$ cat config.mk
export PLATFORM = sky130hd
export DESIGN_NAME = rr_arb_8to1
export DESIGN_NICKNAME = d
export VERILOG_FILES = /design/src/rtl/rr_arb_8to1_pkg.sv /design/src/rtl/rr_arb_8to1_mux.sv /design/src/rtl/rr_arb_8to1.sv
export SDC_FILE = /design/constraint.sdc
export NUM_CORES = 1
export LEC_CHECK = 0
export BUFFER_PORTS_ARGS = -buffer_cell sky130_fd_sc_hd__buf_2
export CORE_MARGIN = 2
export CORE_UTILIZATION = 50
export CTS_CLUSTER_SIZE = 25
export DETAILED_ROUTE_END_ITERATION = 8
export PLACE_DENSITY = 0.88
export SYNTH_ARGS = -nofsm -noshare
export SYNTH_HDL_FRONTEND = slang
export SYNTH_SLANG_ARGS = --single-unit
$ cat constraint.sdc
create_clock -name clk -period 8.04 [get_ports clk]
set_input_delay 0.402 -clock clk [delete_from_list [all_inputs] [get_ports clk]]
set_output_delay 0.402 -clock clk [all_outputs]
set_load 0.02 [all_outputs]
$ cat src/rtl/rr_arb_8to1_pkg.sv
// Shared definitions for the rr_arb_8to1 arbiter: state encoding, sizes and the grant encoder.
package rr_arb_8to1_pkg;

    localparam int NUM_REQ = 8;
    localparam int SEL_W   = 3;

    typedef enum logic {
        ARB_IDLE  = 1'b0,
        ARB_GRANT = 1'b1
    } arb_state_e;

    function automatic logic [NUM_REQ-1:0] onehot_sel(input logic [SEL_W-1:0] idx);
        return 8'd1 << idx;
    endfunction

endpackage

$ cat src/rtl/rr_arb_8to1_mux.sv
// mux_8to1: N-bit 8:1 data mux used as the arbiter's shared datapath.
module mux_8to1 #(
    parameter int N = 4
) (
    input  logic [N-1:0] X0,
    input  logic [N-1:0] X1,
    input  logic [N-1:0] X2,
    input  logic [N-1:0] X3,
    input  logic [N-1:0] X4,
    input  logic [N-1:0] X5,
    input  logic [N-1:0] X6,
    input  logic [N-1:0] X7,
    input  logic [2:0]   S,
    output logic [N-1:0] Z
);

    // Select one requester word by index.
    always_comb begin
        Z = X0;
        case (S)
            3'd0:    Z = X0;
            3'd1:    Z = X1;
            3'd2:    Z = X2;
            3'd3:    Z = X3;
            3'd4:    Z = X4;
            3'd5:    Z = X5;
            3'd6:    Z = X6;
            3'd7:    Z = X7;
            default: Z = X0;
        endcase
    end

endmodule

$ cat src/rtl/rr_arb_8to1.sv
// rr_arb_8to1: round-robin arbiter granting one of eight requesters onto a shared N-bit mux.
// Define RR_ARB_FIXED_PRIO_EN to pin the priority pointer at 0 (fixed priority, requester 0 highest).
module rr_arb_8to1
    import rr_arb_8to1_pkg::*;
#(
    parameter int N = 4
) (
    input  logic               clk,
    input  logic               rst,
    input  logic [NUM_REQ-1:0] req,
    input  logic [N-1:0]       X0,
    input  logic [N-1:0]       X1,
    input  logic [N-1:0]       X2,
    input  logic [N-1:0]       X3,
    input  logic [N-1:0]       X4,
    input  logic [N-1:0]       X5,
    input  logic [N-1:0]       X6,
    input  logic [N-1:0]       X7,
    input  logic               out_ready,
    output logic [NUM_REQ-1:0] gnt,
    output logic [SEL_W-1:0]   sel,
    output logic [N-1:0]       Z,
    output logic               out_valid,
    output logic               xfer
);

    arb_state_e         state_q, state_d;
    logic [NUM_REQ-1:0] gnt_q, gnt_d;
    logic [SEL_W-1:0]   sel_q, sel_d;
    logic [SEL_W-1:0]   ptr_q, ptr_d;
    logic               out_valid_q, out_valid_d;
    logic               win_found_s;
    logic [SEL_W-1:0]   win_idx_s;
    logic [SEL_W-1:0]   scan_idx_s;

    // Winner scan: first requesting index starting at ptr, wrapping modulo 8.
    always_comb begin
        win_found_s = 1'b0;
        win_idx_s   = {SEL_W{1'b0}};
        scan_idx_s  = {SEL_W{1'b0}};
        for (int k = 0; k < NUM_REQ; k++) begin
            scan_idx_s = ptr_q + SEL_W'(k);
            if (!win_found_s && req[scan_idx_s]) begin
                win_found_s = 1'b1;
                win_idx_s   = scan_idx_s;
            end else begin
                win_found_s = win_found_s;
            end
        end
    end

    // Next-state logic; a transfer takes precedence over a withdrawn request.
    always_comb begin
        state_d     = state_q;
        gnt_d       = gnt_q;
        sel_d       = sel_q;
        ptr_d       = ptr_q;
        out_valid_d = out_valid_q;
        case (state_q)
            ARB_IDLE: begin
                if (win_found_s) begin
                    state_d     = ARB_GRANT;
                    sel_d       = win_idx_s;
                    gnt_d       = onehot_sel(win_idx_s);
                    out_valid_d = 1'b1;
                end else begin
                    state_d = ARB_IDLE;
                end
            end
            ARB_GRANT: begin
                if (out_ready) begin
                    state_d     = ARB_IDLE;
                    ptr_d       = sel_q + 3'd1;
                    gnt_d       = {NUM_REQ{1'b0}};
                    out_valid_d = 1'b0;
                end else if (!req[sel_q]) begin
                    state_d     = ARB_IDLE;
                    gnt_d       = {NUM_REQ{1'b0}};
                    out_valid_d = 1'b0;
                end else begin
                    state_d = ARB_GRANT;
                end
            end
            default: begin
                state_d     = ARB_IDLE;
                gnt_d       = {NUM_REQ{1'b0}};
                sel_d       = {SEL_W{1'b0}};
                ptr_d       = {SEL_W{1'b0}};
                out_valid_d = 1'b0;
            end
        endcase
`ifdef RR_ARB_FIXED_PRIO_EN
        ptr_d = {SEL_W{1'b0}};
`endif
    end

    // State and output registers with synchronous reset.
    always_ff @(posedge clk) begin
        if (rst) begin
            state_q     <= ARB_IDLE;
            gnt_q       <= {NUM_REQ{1'b0}};
            sel_q       <= {SEL_W{1'b0}};
            ptr_q       <= {SEL_W{1'b0}};
            out_valid_q <= 1'b0;
        end else begin
            state_q     <= state_d;
            gnt_q       <= gnt_d;
            sel_q       <= sel_d;
            ptr_q       <= ptr_d;
            out_valid_q <= out_valid_d;
        end
    end

    mux_8to1 #(.N(N)) u_mux (
        .X0(X0), .X1(X1), .X2(X2), .X3(X3),
        .X4(X4), .X5(X5), .X6(X6), .X7(X7),
        .S (sel_q),
        .Z (Z)
    );

    assign gnt       = gnt_q;
    assign sel       = sel_q;
    assign out_valid = out_valid_q;
    assign xfer      = out_valid_q & out_ready;

endmodule
=== After elaboration in Yosys (flattened, before gate mapping) ===
Cells that the tools add are included.

* Shift-type cells: 1
* $add $sub $neg: 8
* Divide/modulo/power cells: 0
* Multipliers: 0
* Eq/ne operators: 9
* Mux-type cells: 47
* Reductions and logical operators: 18
* Order comparisons: 9
* Bitwise logic cells: 2

{| class="wikitable"
|+ Operators with widths
! cell !! count
|-
| less-than comparator 3 x 4 -> 1 bit, second input constant || 9
|-
| one-hot mux 4 bit (8 select lines) || 1
|-
| binary-select mux 1 bit (select 3 bit) || 9
|-
| 2-to-1 mux 3 bit || 8
|-
| 2-to-1 mux 8 bit || 3
|-
| 2-to-1 mux 1 bit || 23
|-
| one-hot mux 8 bit (2 select lines) || 1
|-
| adder 3 bit, second input constant || 4
|-
| == test 3 bit, second input constant || 4
|-
| << shifter 1 x 3 -> 8 bit, first input constant || 1
|-
| logical AND 1 bit || 7
|-
| zero test 1 bit || 7
|-
| adder 3 x 1 -> 3 bit, second input constant || 2
|-
| adder 3 x 2 -> 3 bit, second input constant || 2
|-
| == test 3 x 2 -> 1 bit, second input constant || 2
|-
| AND reduction 2 bit || 3
|-
| one-hot mux 1 bit (2 select lines) || 2
|-
| == test 3 x 1 -> 1 bit, second input constant || 1
|-
| zero test 3 bit || 1
|-
| inequality test 3 bit, second input constant || 1
|-
| inequality test 2 bit, second input constant || 1
|-
| AND 1 bit || 1
|-
| NOT 1 bit || 1
|}

* Memories: 0
* Register bits: 16
* Output and inout bits: 17
* Bits in writable memories: 0
* Word-level logic and storage cells: 99
* Bits of input ports: 43
* Bits in read-only memories: 0
* Latch bits: 0

=== Depth between registers and ports, before layout ===
* Word-level depth: 27
* Depth in mapped cells: 13
* Depth with buffers taken out: 9

=== Cells and area by module ===
Synthesis repeated with hierarchy kept, for this count alone.

* Cells, all modules: 214
* Area, all modules: 1945.6 um^2

{| class="wikitable"
|+ By module, submodules not included
! module !! instances !! sequential area each (um^2) !! area an instance (um^2) !! cells each
|-
| rr_arb_8to1 || 1 || 320.3 || 1637.8 || 175
|-
| mux_8to1 || 1 || 0.0 || 307.8 || 39
|}

=== Worst setup path before layout ===
Ideal clock, no wire load.

* Path kind: register to register
* From: reg ptr_q[1]
* To: reg gnt_q[5], in the netlist gnt[5]
* Required time: 7923 ps
* Slack: 4768 ps
* Clock period less this slack: 3272 ps
* Cell stages (with the launch flop): 14
* Arrival: 3154 ps
* Setup time: 117 ps
* Buffers on the path: 4
* Path through: dfxtp_1 buf_6 clkbuf_1 inv_1 ha_1 buf_6 mux2i_1 mux4_2 a32o_1 buf_6 and2_4 o211a_2 or3_4 a32o_1

* Longest elaborated chain between the ends: 27
* Elaborated cells on any way between the ends: 58
* Those cells by class: add/sub (7); eq/ne (1); shift (1); mux (34); reduce/logical (15)

{| class="wikitable"
|+ Ends and longest elaborated chain
! what !! line !! RTL
|-
| start, declared || rr_arb_8to1.sv:30 || <nowiki>logic [SEL_W-1:0] ptr_q, ptr_d;</nowiki>
|-
| start signal, assigned || rr_arb_8to1.sv:103 || <nowiki>ptr_q <= {SEL_W{1'b0}};</nowiki>
|-
| start signal, assigned || rr_arb_8to1.sv:109 || <nowiki>ptr_q <= ptr_d;</nowiki>
|-
| branches (longest 27 deep; another with adder 3 x 1 -> 3 bit) || -- ||
|-
| end signal, assigned || rr_arb_8to1.sv:101 || <nowiki>gnt_q <= {NUM_REQ{1'b0}};</nowiki>
|-
| end signal, assigned || rr_arb_8to1.sv:107 || <nowiki>gnt_q <= gnt_d;</nowiki>
|-
| end, declared || rr_arb_8to1.sv:28 || <nowiki>logic [NUM_REQ-1:0] gnt_q, gnt_d;</nowiki>
|}

Several ways; the timed one is not identified. The select of a mux whose other input is x is not followed.
A chain may end at the register's enable or synchronous reset.

=== Worst setup path after layout ===
* From: reg ptr_q[1]
* To: reg gnt_q[2], in the netlist gnt[2]

The elaborated chain is that of the path after synthesis.

==> impl_metrics.yaml <==
timing:
  fin_setup_tns_ns: 0
  hold_violations: 0
  slew_headroom_pct: 44.9
  finalSetupViolations: 0
  fin_crit_ns: 3.90
  fmax_mhz: 257
  finalCritPeriodShare_pct: 48.5
  finClkSkew_ns: 0.00306
  slew_viol_final: 0
  rsz0062_at_grt: "false"
  worst_pin_slew_ns: 0.825
logic_synthesis:
  ys_seq_elements: 16
  yosys.area_share.simple_pct: 14.0
  netlist_top_cells_count: "21 x nand2_1, 16 x dfxtp_1, 12 x a21oi_1, 12 x mux4_2, 12 x nor2_1"
  synth_xor_area_share_pct: 1.34
  syn_nets: 257
  muxShareOfSynthArea_pct: 32.3
  synth_area_um2: 1960
  yosysWarningCount: 0
  yosysSeqAreaShare_pct: 16.4
  synth_most_common_cell: "nand2_1"
  synth-async-reset-ratio_pct: 0
  yosysUniqueCellTypes: 55
  synth_area_leaders: "dfxtp_1 16%, mux4_2 14%, mux2_2 6.3%, mux2i_1 5.6%, mux4_1 5.4%"
  postSynthAreaPerCell_um2: 9.49
  synth_compound_area_share_pct: 25.1
  synth_top_family_by_area: "multiplexers"
  synth_flop_cell: "dfxtp_1"
  synthCells: 206
  synth_top_area_share_pct: 16.4
  synthAdderAreaFrac_pct: 5.12
  synth_edf_count: 0
  yosysTopAreaCell: "dfxtp_1"
flow_run:
  max_cap_viol_count: 0
clock_network:
  clockBufferDepth: 2
  postCtsSetupBuffers: 0
  clkTransAtPathRegs_ns: 0.06
  htree_levels: 1
  clock-root-buffer: "clkbuf_8"
  clkLatencyLatePin_ns: 0.25
  cts_tree: "done"
  cts_resized: 0
  hold_buffers: 0
  clock_sinks: 16
  cts_buffers: 3
floorplanning:
  die_area_um2: 4430
  io_pins: 60
  initial_core_util_pct: 52.6
  num_rows: 22
  dieHeight_um: 66.5
  die_x_um: 66.5
  core_um2: 3720
hold_path:
  holdCritPathClass: "in -> reg"
worst_setup_path:
  cp_data_required_time_ns: 8.19
  start_kind: "flop"
  crit_chain: "inv_1 -> ha_1 -> mux4_2 -> mux2_2 -> nor4b_4 -> nand3_1 -> a21oi_1 -> nand2_1 -> o41ai_2"
  crit_buf_inv: 1
  max_stage_delay_ns: 0.86
  crit_type: "reg -> reg"
  crit_slowest_cell: "dfxtp_1"
  arrival_ns: 4.05
  crit_family: "multiplexers"
  cp_max_fo: 20
  cp-end-kind: "flop"
pwr:
  total_power_mw: 0.378
  switching_share_pct: 41.4
  power.share.clock_pct: 18.6
  p_leak_nw: 0.966
  p_sw_mw: 0.157
  p_seq_share_pct: 27.1
  vdd_ir_drop_max_mv: 0.0683
  p_int_mw: 0.221
  comb_power_share_pct: 54.3
  power_density_nw_per_um2: 165
global_route:
  grt_max_degree: 21
  antenna_found_initial: 0
  grtUsageTotal_pct: 23.8
  grt.overflow.total: 0
  grt_pass1_vias: 1778
  grt_first_pass_wirelength_um: 8200
drt:
  num_vias: 1984
  ant_nets: 0
  viasPerCell: 6.50
  drc_errors: 0
  drtIter0Drc: 76
  firstDrtPassIters: 5
  wl_per_cell_um: 17.1
  drt_wl_total_um: 5200
place:
  dp_hpwl_um: 3920
  dp.cells: 301
  io_buffers: 59
  postPlaceCellArea_um2: 2240
  finalWeightedCongestion: 0.854
cells_and_area:
  drive_gt1_share_pct: 38.1
  utilization_pct: 61.7
  nets: 309
  instances_no_fill: 305
  num_antenna_cells: 0
  fillers: 314
  design_area_um2: 2290
  syn2layout_area_growth_pct: 17.2
outcome:
  status: "completed"
[metal layers]
metal / GRT usage, % / vias up / wire length (um) / part of all wire (%)
met5: 0 / - / 0 / 0
met4: 4.85 / 0 / 55 / 1.1
met3: 3.72 / 8 / 386 / 7.4
met2: 43.1 / 87 / 2610 / 50
met1: 29.8 / 962 / 2150 / 41
li1: - / 927 / - / -
[state kept, by name, summed over array words and instances, names as in the netlist]
register   count
gnt            8
out_valid      1
ptr_q          3
sel            3
state_q        1
[power groups by stage]
stage / Sequential [mW] / Combinational [mW] / Clock [mW]
6_report: 0.103 / 0.205 / 0.0703
5_1_grt: 0.105 / 0.222 / 0.0739
4_1_cts: 0.103 / 0.202 / 0.0714
3_5_place_dp: 0.104 / 0.201 / 0
3_3_place_gp: 0.104 / 0.197 / 0
2_1_floorplan: 0.102 / 0.154 / 0
[cell families (layout without fill, tap and decap cells)]
group	Yosys count	after routing
AO/OA/AOI/OAI	64	64
AND/OR/NAND/NOR	53	53
multiplexers	40	40
buffers and inverters	22	73
flip-flops	16	16
adder cells (fa/ha/maj)	8	8
XOR/XNOR	3	3
[metrics by stage]
step / hold slack, ns / worst slack [ns]
after CTS: 0.445 / 4.16
after detailed placement: 0.446 / 4.21
final: 0.451 / 4.14
after global placement: 0.438 / 4.30
after floorplan: 0.500 / 4.77
after global routing: 0.460 / 3.79
[worst register-to-register path, stage by stage, from the launching register on]
cell and delay (ns):
dfxtp_1 0.86, inv_1 0.15, ha_1 0.60, mux4_2 0.61, mux2_2 0.37, nor4b_4 0.30
nand3_1 0.16, a21oi_1 0.53, nand2_1 0.15, o41ai_2 0.07
[cell type report]
cell class                      count  area, um2  share of cell area, %
Clock buffer                        4       55.1                   2.40
Sequential cell                    16        320                   14.0
Tap cell                           48       60.1                   2.62
Multi-Input combinational cell    168       1520                   66.5
Inverter                           10       37.5                   1.64
Timing Repair Buffer               59        295                   12.9
[cells in the final DEF, fill, tap and decap left out, types with 2 or more instances in the layout]
cell type	n
buf_2	59
nand2_1	21
dfxtp_1	16
nor2_1	12
mux4_2	12
a21oi_1	12
mux2_2	11
mux2i_1	11
inv_1	9
o21ai_0	8
ha_1	8
a221oi_1	6
and2_1	4
a222oi_1	4
nor3_1	4
mux4_1	4
o211ai_1	4
clkbuf_8	4
a22oi_1	3
a31oi_1	3
a32o_1	3
nand3_1	3
o41ai_2	3
mux2_1	2
xnor2_1	2
o21bai_1	2
a311oi_1	2
o31ai_1	2
[final timing paths]
kind	start	endpoint	slack, ns	cells after the start
setup / recovery	ptr_q[1]	gnt[2]	4.14	9
hold reg to reg	gnt[7]	gnt[7]	0.46	2
setup reg to reg	ptr_q[1]	gnt[2]	4.14	9
hold / removal	out_ready	ptr_q[2]	0.45	2
Power figures use the tool's default switching activity.
